<file path="config.mk">
export PLATFORM = sky130hd
export DESIGN_NAME = buffer_register_gen
export DESIGN_NICKNAME = d
export VERILOG_FILES = /design/src/rtl/buffer_register_gen.sv
export SDC_FILE = /design/constraint.sdc
export NUM_CORES = 1
export LEC_CHECK = 0
export ABC_AREA = 1
export CAP_MARGIN = 20
export CORE_MARGIN = 5
export CORE_UTILIZATION = 25
export DETAILED_ROUTE_END_ITERATION = 8
export MAX_ROUTING_LAYER = met4
export SKIP_LAST_GASP = 1
export SYNTH_ARGS = -nofsm -noshare
export SYNTH_HDL_FRONTEND = slang
export SYNTH_SLANG_ARGS = --single-unit
</file>
<file path="constraint.sdc">
create_clock -name V1 -period 4.22 [get_ports V1]
set_input_delay 0.422 -clock V1 [delete_from_list [all_inputs] [get_ports V1]]
set_output_delay 0.422 -clock V1 [all_outputs]
set_load 0.02 [all_outputs]
</file>
<file path="src/rtl/buffer_register_gen.sv">
// Buffer register (BR) with transfer-register loads, a multi-cycle
// sense window that ORs sense-amplifier outputs into BR and checks
// odd parity, and an LSB-first serial shift-out.
//
// Request/response: SENSE_EN or SHIFT_GO is accepted only in IDLE
// (SENSE_EN wins when both are high). BUSY is high for every cycle of
// the operation. DONE is high for exactly one cycle, the final cycle
// of a completed operation. An aborted shift (CBR) or a reset produces
// no DONE.
module buffer_register_gen #(
    parameter int              WIDTH     = 13,
    parameter int              NMOD      = 4,
    parameter int              SENSE_CYC = 2,
    parameter logic [WIDTH-1:0] ZMASK    = WIDTH'(13'h04B),
    parameter bit              ROTATE    = 1'b0
) (
    input  logic                  V1,
    input  logic                  RST,
    input  logic                  CBR,
    input  logic [NMOD*WIDTH-1:0] SA,
    input  logic                  PAR_IN,
    input  logic [WIDTH-1:0]      TR,
    input  logic                  SBRY,
    input  logic                  SBRZ,
    input  logic                  SENSE_EN,
    input  logic                  SHIFT_GO,
    output logic [WIDTH-1:0]      BR,
    output logic [WIDTH-1:0]      BRN,
    output logic                  SER_OUT,
    output logic                  BUSY,
    output logic                  DONE,
    output logic                  PAR_ERR,
    output logic [1:0]            DBG_STATE
);

    // CNT must reach WIDTH-1 (up to 31) or SENSE_CYC-1 (up to 6).
    localparam int CW = 6;

    typedef enum logic [1:0] {
        S_IDLE  = 2'd0,
        S_SENSE = 2'd1,
        S_SHIFT = 2'd2
    } state_e;

    // Elaboration-time guard against unsupported parameter values.
    if (WIDTH < 2 || WIDTH > 32) begin : g_bad_width
        $error("buffer_register_gen: WIDTH must be 2..32");
    end
    if (NMOD < 1 || NMOD > 8) begin : g_bad_nmod
        $error("buffer_register_gen: NMOD must be 1..8");
    end
    if (SENSE_CYC < 1 || SENSE_CYC > 7) begin : g_bad_sense
        $error("buffer_register_gen: SENSE_CYC must be 1..7");
    end

    state_e           state_q, state_d;
    logic [CW-1:0]    cnt_q, cnt_d;
    logic [WIDTH-1:0] br_q, br_d;
    logic             par_err_q, par_err_d;

    logic [WIDTH-1:0] hold;
    logic [WIDTH-1:0] sa_or;
    logic [WIDTH-1:0] tr_load;
    logic             last_sense;
    logic             last_shift;
    logic             par_set;
    logic             par_clr;
    logic             ser_d;
    logic             done_d;

    // Held contents; CBR kills the feedback path so BR can be rebuilt.
    assign hold = br_q & ~{WIDTH{CBR}};

    // Transfer-register bits selected by the Z mask and its complement.
    assign tr_load = (TR &  ZMASK & {WIDTH{SBRZ}})
                   | (TR & ~ZMASK & {WIDTH{SBRY}});

    assign last_sense = (cnt_q == CW'(SENSE_CYC - 1));
    assign last_shift = (cnt_q == CW'(WIDTH - 1));

    // Wired-OR of every memory module's sense-amplifier group.
    always_comb begin
        sa_or = '0;
        for (int m = 0; m < NMOD; m++) begin
            sa_or = sa_or | SA[m*WIDTH +: WIDTH];
        end
    end

    // Next-state, datapath and output decode for IDLE/SENSE/SHIFT.
    always_comb begin
        state_d = state_q;
        cnt_d   = cnt_q;
        br_d    = br_q;
        par_set = 1'b0;
        par_clr = 1'b0;
        ser_d   = 1'b0;
        done_d  = 1'b0;

        unique case (state_q)
            S_IDLE: begin
                br_d    = hold | tr_load;
                par_clr = CBR;
                if (SENSE_EN) begin
                    state_d = S_SENSE;
                    cnt_d   = '0;
                end else if (SHIFT_GO) begin
                    state_d = S_SHIFT;
                    cnt_d   = '0;
                end
            end

            S_SENSE: begin
                // CBR drops only the held bits; this cycle's SA still lands.
                br_d  = hold | sa_or;
                cnt_d = cnt_q + CW'(1);
                if (last_sense) begin
                    state_d = S_IDLE;
                    cnt_d   = '0;
                    done_d  = 1'b1;
                    // Odd parity: data bits plus stored bit must XOR to 1.
                    par_set = ((^br_d) == PAR_IN);
                end
            end

            S_SHIFT: begin
                ser_d = br_q[0];
                if (CBR) begin
                    // Abort: register cleared, no completion pulse.
                    state_d = S_IDLE;
                    cnt_d   = '0;
                    br_d    = '0;
                end else begin
                    br_d  = {(ROTATE ? br_q[0] : 1'b0), br_q[WIDTH-1:1]};
                    cnt_d = cnt_q + CW'(1);
                    if (last_shift) begin
                        state_d = S_IDLE;
                        cnt_d   = '0;
                        done_d  = 1'b1;
                    end
                end
            end

            default: begin
                state_d = S_IDLE;
                cnt_d   = '0;
            end
        endcase

        // A parity error raised this cycle wins over a clear.
        par_err_d = par_set | (par_err_q & ~par_clr);
    end

    // State, counter, register and sticky flag with asynchronous reset.
    always_ff @(posedge V1 or posedge RST) begin
        if (RST) begin
            state_q   <= S_IDLE;
            cnt_q     <= '0;
            br_q      <= '0;
            par_err_q <= 1'b0;
        end else begin
            state_q   <= state_d;
            cnt_q     <= cnt_d;
            br_q      <= br_d;
            par_err_q <= par_err_d;
        end
    end

    assign BR        = br_q;
    assign BRN       = ~br_q;
    assign SER_OUT   = ser_d;
    assign BUSY      = (state_q != S_IDLE);
    assign DONE      = done_d;
    assign PAR_ERR   = par_err_q;
    assign DBG_STATE = state_q;

endmodule

</file>
Word-level counts from Yosys, hierarchy flattened

Cells that the tools add are included.
Widths: inputs -> output; s select.

Bitwise operators: 14
Mux-type cells: 22
Reduce and logical (&&, ||, !) cells: 5
Add/sub/neg operators: 1
Eq/ne operators: 8

Operators with widths:

| operator            | count |
|---|---|
| $or 13x13->13       | 6 |
| $pmux 13 s3         | 1 |
| $mux 6              | 5 |
| $and 13x13->13      | 2 |
| $not 13->13         | 2 |
| $pmux 6 s3          | 1 |
| $and 7x13->13       | 1 |
| $reduce_xor 13->1   | 1 |
| $mux 12             | 1 |
| $mux 2              | 5 |
| $mux 1              | 7 |
| $add 6x1->6 const B | 1 |
| $eq 6x1->1 const B  | 1 |
| $eq 6x4->1 const B  | 1 |
| $ne 3x3->1 const B  | 2 |
| $pmux 2 s3          | 1 |
| $reduce_and 3->1    | 1 |
| $reduce_bool 3->1   | 1 |
| $eq 2x1->1 const B  | 1 |
| $eq 2x2->1 const B  | 1 |
| $logic_not 2->1     | 1 |
| $ne 2x2->1 const B  | 1 |
| $pmux 1 s2          | 1 |
| $reduce_bool 2->1   | 1 |
| 4 further kinds     | 4 |

Input port bits: 73
Bits in registers: 22

Longest topological paths before layout

Gate-level depths: netlist of the first run.

Depth after elaboration: 9
Gate-level depth with buffers: 16
Depth with buffers taken out: 15

Least setup slack after synthesis of the first run

OpenSTA, ideal clock, no wires.

Path kind: register to register
Start: register state_q[0], in the netlist DBG_STATE[0]
End: register br_q[0], in the netlist BR[0]
Buffers on the path: 1
Cell stages (with the launch flop): 10
Required time: 4100 ps
Setup slack: 2416 ps
Arrival time: 1684 ps
Cells stage by stage: dfrtp_1 inv_1 ha_1 nand2_1 clkbuf_1 o22ai_1 a21oi_1 nand2_1 o21ai_0 inv_1

Cells in the longest elaborated chain, start to end: 2
Elaborated cells between the ends (all ways): 5
Classes of those cells: eq/ne (2); mux (1); reduce/logical (2)

Ends and longest elaborated chain:

| element                                                 | RTL line | RTL |
|---|---|---|
| start, declared                                         | 56       | `state_e state_q, state_d;` |
| start signal, assigned                                  | 161      | `state_q <= state_d;` |
| $eq 2x2->1, or another cell as far along                | 99       | `unique case (state_q)` |
| $pmux 13 s3 / $reduce_bool 3->1 (equally long branches) | -        |  |
| end signal, assigned                                    | 163      | `br_q <= br_d;` |
| end, declared                                           | 58       | `logic [WIDTH-1:0] br_q, br_d;` |

Several ways; a longest one is shown, not always the timed one.
A chain may end at the register's enable or synchronous reset.

Worst setup path in the final report of the first run

Start: register state_q[1], in the netlist DBG_STATE[1]
End: output port DONE

Cells in the longest elaborated chain, start to end: 2
Elaborated cells between the ends (all ways): 3
Classes of those cells: eq/ne (2); mux (1)

Ends and longest elaborated chain:

| element                                         | RTL line | RTL |
|---|---|---|
| $eq 2x2->1 / $eq 2x1->1 (equally long branches) | 99       |  |
| $pmux 1 s2 (*)                                  | 99       |  |
| end, declared                                   | 31       | `output logic DONE,` |

Mark *: on every way between the ends. The rest lies on a longest branch, timed or not.

==> flow_summary.ini, run 1 <==
[status]
status = complete, no violations

[place]
routabilityCongestion = 0.870
post_dp_cell_area_mm2 = 0.00314
buffer_ports.inserted = 104
detailed_place_hpwl_um = 5690

[critical_path]
worst_path_dominant_cell_family = buffers and inverters
worstSetupStartpoint = DBG_STATE[1]
critical_path_top_delay_cell = sky130_fd_sc_hd__clkdlybuf4s50_1
cpMostUsedCell = sky130_fd_sc_hd__inv_1
timing.critical_path.fanout_max = 14
worstPathBufferInverterCount = 3
worst_ep_arrival_time_ns = 2.35
critical-path-max-stage-delay_ns = 0.64
path_cells = inv_1 > ha_1 > inv_1 > a21oi_1 > clkdlybuf4s50_1
start_kind = flip-flop
r2r_start = DBG_STATE[1]
cp_data_required_time_ns = 3.80
endpoint_kind = output pin
criticalPathCategory = flip-flop to output pin

[global_route]
globalRoute.totalOverflow = 0
grt_pass1_wl_um = 10800
combined_global_route_utilization_of_all_metal_layers = 0.135
number_of_global_route_vias_before_repair = 2304
grt_max_degree = 23
initial_antenna_violation_count = 0

[clocking]
cts_buffer_count = 3
clock_insertion_delay_worst_skew_ns = 0.26
numClockSinks = 22
clock_tree_from_tritoncts = built
cts.htree.levels = 1
post_cts.resized_instances = 0
post_cts.repair.setup_buffers = 0
cts-root-buf = sky130_fd_sc_hd__clkbuf_8
cts_max_path_buffers = 2
clk_pin_slew_ns = 0.08
post_cts_hold_buffer_count = 0

[floorplan]
core-area_mm2 = 0.00777
fp-row-count = 32
die_h_um = 99.6
die_w_um = 99.6
io_pins = 105
die_area_mm2 = 0.00992
starting_density = 0.258

[synthesis]
synth-edff-count = 0
synth-seq-area-share = 0.274
async_reset_ff_frac = 1.00
synth_fp_nets = 400
synth_top_cells_by_count = sky130_fd_sc_hd__nand2_1, sky130_fd_sc_hd__inv_1, sky130_fd_sc_hd__nor2_1, sky130_fd_sc_hd__a21oi_1, sky130_fd_sc_hd__dfrtp_1
synthDistinctLibCells = 28
synth_top_cell_by_area = sky130_fd_sc_hd__dfrtp_1
syn_avg_cell_area_um2 = 6.27
synth_largest_type_area_fraction = 0.274
post-synth-top-count-cell = sky130_fd_sc_hd__nand2_1
ys_seq_elements = 22
syn-instance-count = 320
netlist_top_cells_area = sky130_fd_sc_hd__dfrtp_1, sky130_fd_sc_hd__nand2_1, sky130_fd_sc_hd__inv_1, sky130_fd_sc_hd__nor2_1, sky130_fd_sc_hd__a21oi_1
syn-cell-area_mm2 = 0.00201
yosysWarningCount = 0
synth_flop_cell = sky130_fd_sc_hd__dfrtp_1

[timing]
whs_ns = 0.536
timing.final.crit_period_ns = 2.77
max_slew_margin = 0.437
timing.fmax_ghz = 0.361
timing.final.setup_violations = 0
max_slew.worst_pin.slew_ns = 0.844
setup_total_negative_slack_ns = 0
report.final.slew_viol_count = 0
unrepaired_setup_endpoints_after_global_routing = no
layout_worst_path_cycle_share = 0.656
timing.final.hold_violations = 0
finalClockSkew_ns = 0.00398

[worst_hold_path]
min_from = PAR_ERR
hold_path.class = flip-flop to flip-flop

[pwr]
leakage_nw = 1.58
ir_worst_vdd_uv = 199
cellPowerDensity_mw_per_mm2 = 484

[final_layout]
post_route_cells_drive_above_1_share = 0.0569
finalInstanceArea_mm2 = 0.00319
final_core_utilization = 0.411
fill_count = 827
area.growth.synth_to_final_pct = 59.0
finish.net_count = 503
seqCellArea_um2 = 551
multi_input_comb_area_mm2 = 0.00118
antenna_diode_count = 0

[routing]
drc = 0
via_count = 2292
routed_wirelength_um = 6660
detailedRoute.firstIterationViolations = 76
drt_pass1_iterations = 4
final_antenna_net_count = 0
drt-wirelength-per-cell_um = 12.7
post_drt_via_cell_ratio = 4.37

[flow_run]
timing.max_cap.violations = 0
==> per-layer routing <==
layer | wire length [µm] | GRT usage | vias up
met5 | 0 | - | -
met4 | 49 | 0.0231 | 0
met3 | 489 | 0.0309 | 5
met2 | 3020 | 0.218 | 70
met1 | 3100 | 0.175 | 1005
li1 | - | - | 1212
==> layout by cell type (no fill, tap or decap), drive strengths merged <==
| cell | n |
|---|---|
| a21oi | 22 |
| nand3 | 21 |
| nor2 | 40 |
| clkinv | 1 |
| dfrtp | 22 |
| ha | 7 |
| and3 | 1 |
| inv | 63 |
| nand2 | 91 |
| o22ai | 9 |
| clkbuf | 4 |
| a22oi | 2 |
| nor3b | 2 |
| o2111ai | 1 |
| o21ai | 19 |
| xnor2 | 1 |
| clkdlybuf4s50 | 104 |
| xor2 | 3 |
| nand4 | 7 |
| o221ai | 2 |
==> path summary, 6_finish.rpt <==
path	endpoint	slack (ns)	depth (start not counted)
min	PAR_ERR	0.54	2
min in group asynchronous	cnt_q[3]	0.62	2
max	DONE	1.45	5
max reg2reg	BR[9]	2.07	8
min reg2reg	PAR_ERR	0.54	2
max in group asynchronous	BR[10]	3.08	2
==> worst reg2reg max path, stage by stage, from the launching register on <==
cell and delay, ns:
sky130_fd_sc_hd__dfrtp_1 0.40, sky130_fd_sc_hd__inv_1 0.09, sky130_fd_sc_hd__ha_1 0.57, sky130_fd_sc_hd__nand2_1 0.38, sky130_fd_sc_hd__o21ai_0 0.26, sky130_fd_sc_hd__nor2_1 0.06, sky130_fd_sc_hd__o21ai_0 0.10, sky130_fd_sc_hd__o21ai_0 0.15
sky130_fd_sc_hd__inv_1 0.08
==> sequential cells by signal, summed over array words and instances (netlist names) <==
name       flops
BR            13
cnt_q          6
DBG_STATE      2
PAR_ERR        1
==> power breakdown <==
group	internal, mW	total [mW]	switching [mW]
clock network	0.0832	0.153	0.0701
registers	0.287	0.373	0.0867
logic	0.446	1.02	0.571
==> through the flow <==
stage	std cells	total power, mW	worst slack (ns)
after floorplan	320	0.946	2.42
after global placement	520	1.39	1.77
after detailed placement	520	1.41	1.74
after CTS	524	1.56	1.42
after global routing	524	1.68	1.31
final	524	1.54	1.45
==> cells by family after synthesis <==
group           Yosys count  synth area share
simple gates            162             0.371
buf+inv                  70             0.139
compound gates           55             0.151
flops                    22             0.274
fa+ha+maj                 7            0.0436
xor+xnor                  4            0.0212
==> layout make-up <==
cell class,count,area share
clock buffer,4,0.0172
multi-input combinational,228,0.369
timing repair buffer,104,0.326
inverter,64,0.0753
sequential,22,0.172
tap,102,0.0400
(Power assumes the default switching activity.)
==> inputs of run 2 (changes only) <==
Clock period 4.22 ns to 2.8 ns, I/O delays scaled along.
==> run 2 against run 1 <==
  * Sequential cell count unchanged
  * Sequential share of layout area about the same
  * Worst setup slack lost 1.0 ns
  * Combinational power grew 52%
  * Clock-buffer cell count shrank 1
  * First-iteration DRC count rose by 37%
==> flow_summary.ini, run 2 (synthesis gave the netlist of run 1 again) <==
[status]
status = complete, no violations

[routing]
drt_pass1_iterations = 4
final_antenna_net_count = 0
detailedRoute.firstIterationViolations = 104
drc = 0
drt-wirelength-per-cell_um = 12.3
routed_wirelength_um = 6470
via_count = 2339
post_drt_via_cell_ratio = 4.46

[floorplan]
die_h_um = 99.6
die_area_mm2 = 0.00992
die_w_um = 99.6
io_pins = 105
core-area_mm2 = 0.00777
starting_density = 0.258
fp-row-count = 32

[clocking]
clock_insertion_delay_worst_skew_ns = 0.25
cts-root-buf = sky130_fd_sc_hd__clkbuf_8
clock_tree_from_tritoncts = built
clk_pin_slew_ns = 0.07
post_cts.repair.setup_buffers = 0
numClockSinks = 22
cts.htree.levels = 1
post_cts.resized_instances = 0
cts_max_path_buffers = 2
cts_buffer_count = 3
post_cts_hold_buffer_count = 0

[timing]
timing.fmax_ghz = 0.421
unrepaired_setup_endpoints_after_global_routing = no
max_slew.worst_pin.slew_ns = 0.860
timing.final.hold_violations = 0
setup_total_negative_slack_ns = 0
report.final.slew_viol_count = 0
max_slew_margin = 0.426
finalClockSkew_ns = 0.00108
timing.final.ws_setup_ns = 0.426
whs_ns = 0.494
timing.final.setup_violations = 0
layout_worst_path_cycle_share = 0.848
timing.final.crit_period_ns = 2.37

[global_route]
global_route.usage.met1 = 0.180
globalRoute.busiestLayer = met2
initial_antenna_violation_count = 0
grt_max_degree = 23
grt.met2_usage = 0.213
grt_pass1_wl_um = 10700
globalRoute.totalOverflow = 0
gr-usage-met3 = 0.0224
combined_global_route_utilization_of_all_metal_layers = 0.133
number_of_global_route_vias_before_repair = 2223

[final_layout]
most-common-layout-cells = sky130_fd_sc_hd__clkdlybuf4s50_1, sky130_fd_sc_hd__nand2_1, sky130_fd_sc_hd__inv_1
antenna_diode_count = 0
finish.net_count = 505
largest_reg_flops = 13
final_core_utilization = 0.411
post_route_cells_drive_above_1_share = 0.0591
final_common_cell = sky130_fd_sc_hd__clkdlybuf4s50_1
area.growth.synth_to_final_pct = 59.1

[critical_path]
timing.critical_path.fanout_max = 5
cp_data_required_time_ns = 2.52
critical_path_top_delay_cell = sky130_fd_sc_hd__clkdlybuf4s50_1
critical-path-max-stage-delay_ns = 0.64
start_kind = flip-flop
criticalPathCategory = flip-flop to output pin
worst_ep_arrival_time_ns = 2.09
cpMostUsedCell = sky130_fd_sc_hd__inv_1
endpoint_kind = output pin
path_cells = inv_1 > ha_1 > inv_1 > a21oi_1 > clkdlybuf4s50_1
r2r_slack_ns = 0.74

[place]
routabilityCongestion = 0.858
buffer_ports.inserted = 104
detailed_place_hpwl_um = 5480
detailedPlace.worstSlack_ns = 0.587

[pwr]
ir_worst_vdd_uv = 490
leakage_nw = 1.59
cellPowerDensity_mw_per_mm2 = 722

[flow_run]
timing.max_cap.violations = 0

[worst_hold_path]
hold_path.class = input pin to asynchronous set/reset pin
==> run 2: path summary, 6_finish.rpt <==
kind                              start  endpoint  depth (start not counted)
max                        DBG_STATE[0]      DONE                          5
min reg2reg                      BR[10]    BR[10]                          2
min in group V1                  BR[10]    BR[10]                          2
max reg2reg                DBG_STATE[0]     BR[9]                          9
min                                 RST  cnt_q[1]                          2
max in group asynchronous           RST     BR[9]                          2
==> run 2: report_power, final <==
part	total (mW)	switching, mW	internal, mW
Sequential	0.568	0.136	0.433
Combinational	1.55	0.858	0.688
Clock	0.189	0.0936	0.0958
==> run 2: per-stage QoR <==
step           area (µm²)  power (mW)  cells
2_1_floorplan        2010        1.43    320
3_3_place_gp         3150        2.13    522
3_5_place_dp         3150        2.13    522
4_1_cts              3190        2.33    525
5_1_grt              3190        2.52    525
6_report             3190        2.30    525
==> run 2: routing by layer <==
metal  share of wire  wire length, µm
met5               0                0
met4          0.0056               36
met3           0.077              500
met2            0.45             2920
met1            0.47             3020
==> run 2: worst max-delay path: cells and delay by family (launching register included) <==
family	cells	cell delay (ns)
buf+inv	3	0.86
flops	1	0.41
fa+ha+maj	1	0.38
compound gates	1	0.19
==> run 2: layout make-up <==
| type | instances | area [µm²] |
|---|---|---|
| inverter | 64 | 240 |
| clock buffer | 3 | 41.3 |
| fill | 833 | 4570 |
| sequential | 22 | 551 |
| tap | 102 | 128 |
| multi-input combinational | 228 | 1180 |
| timing repair buffer | 106 | 1060 |
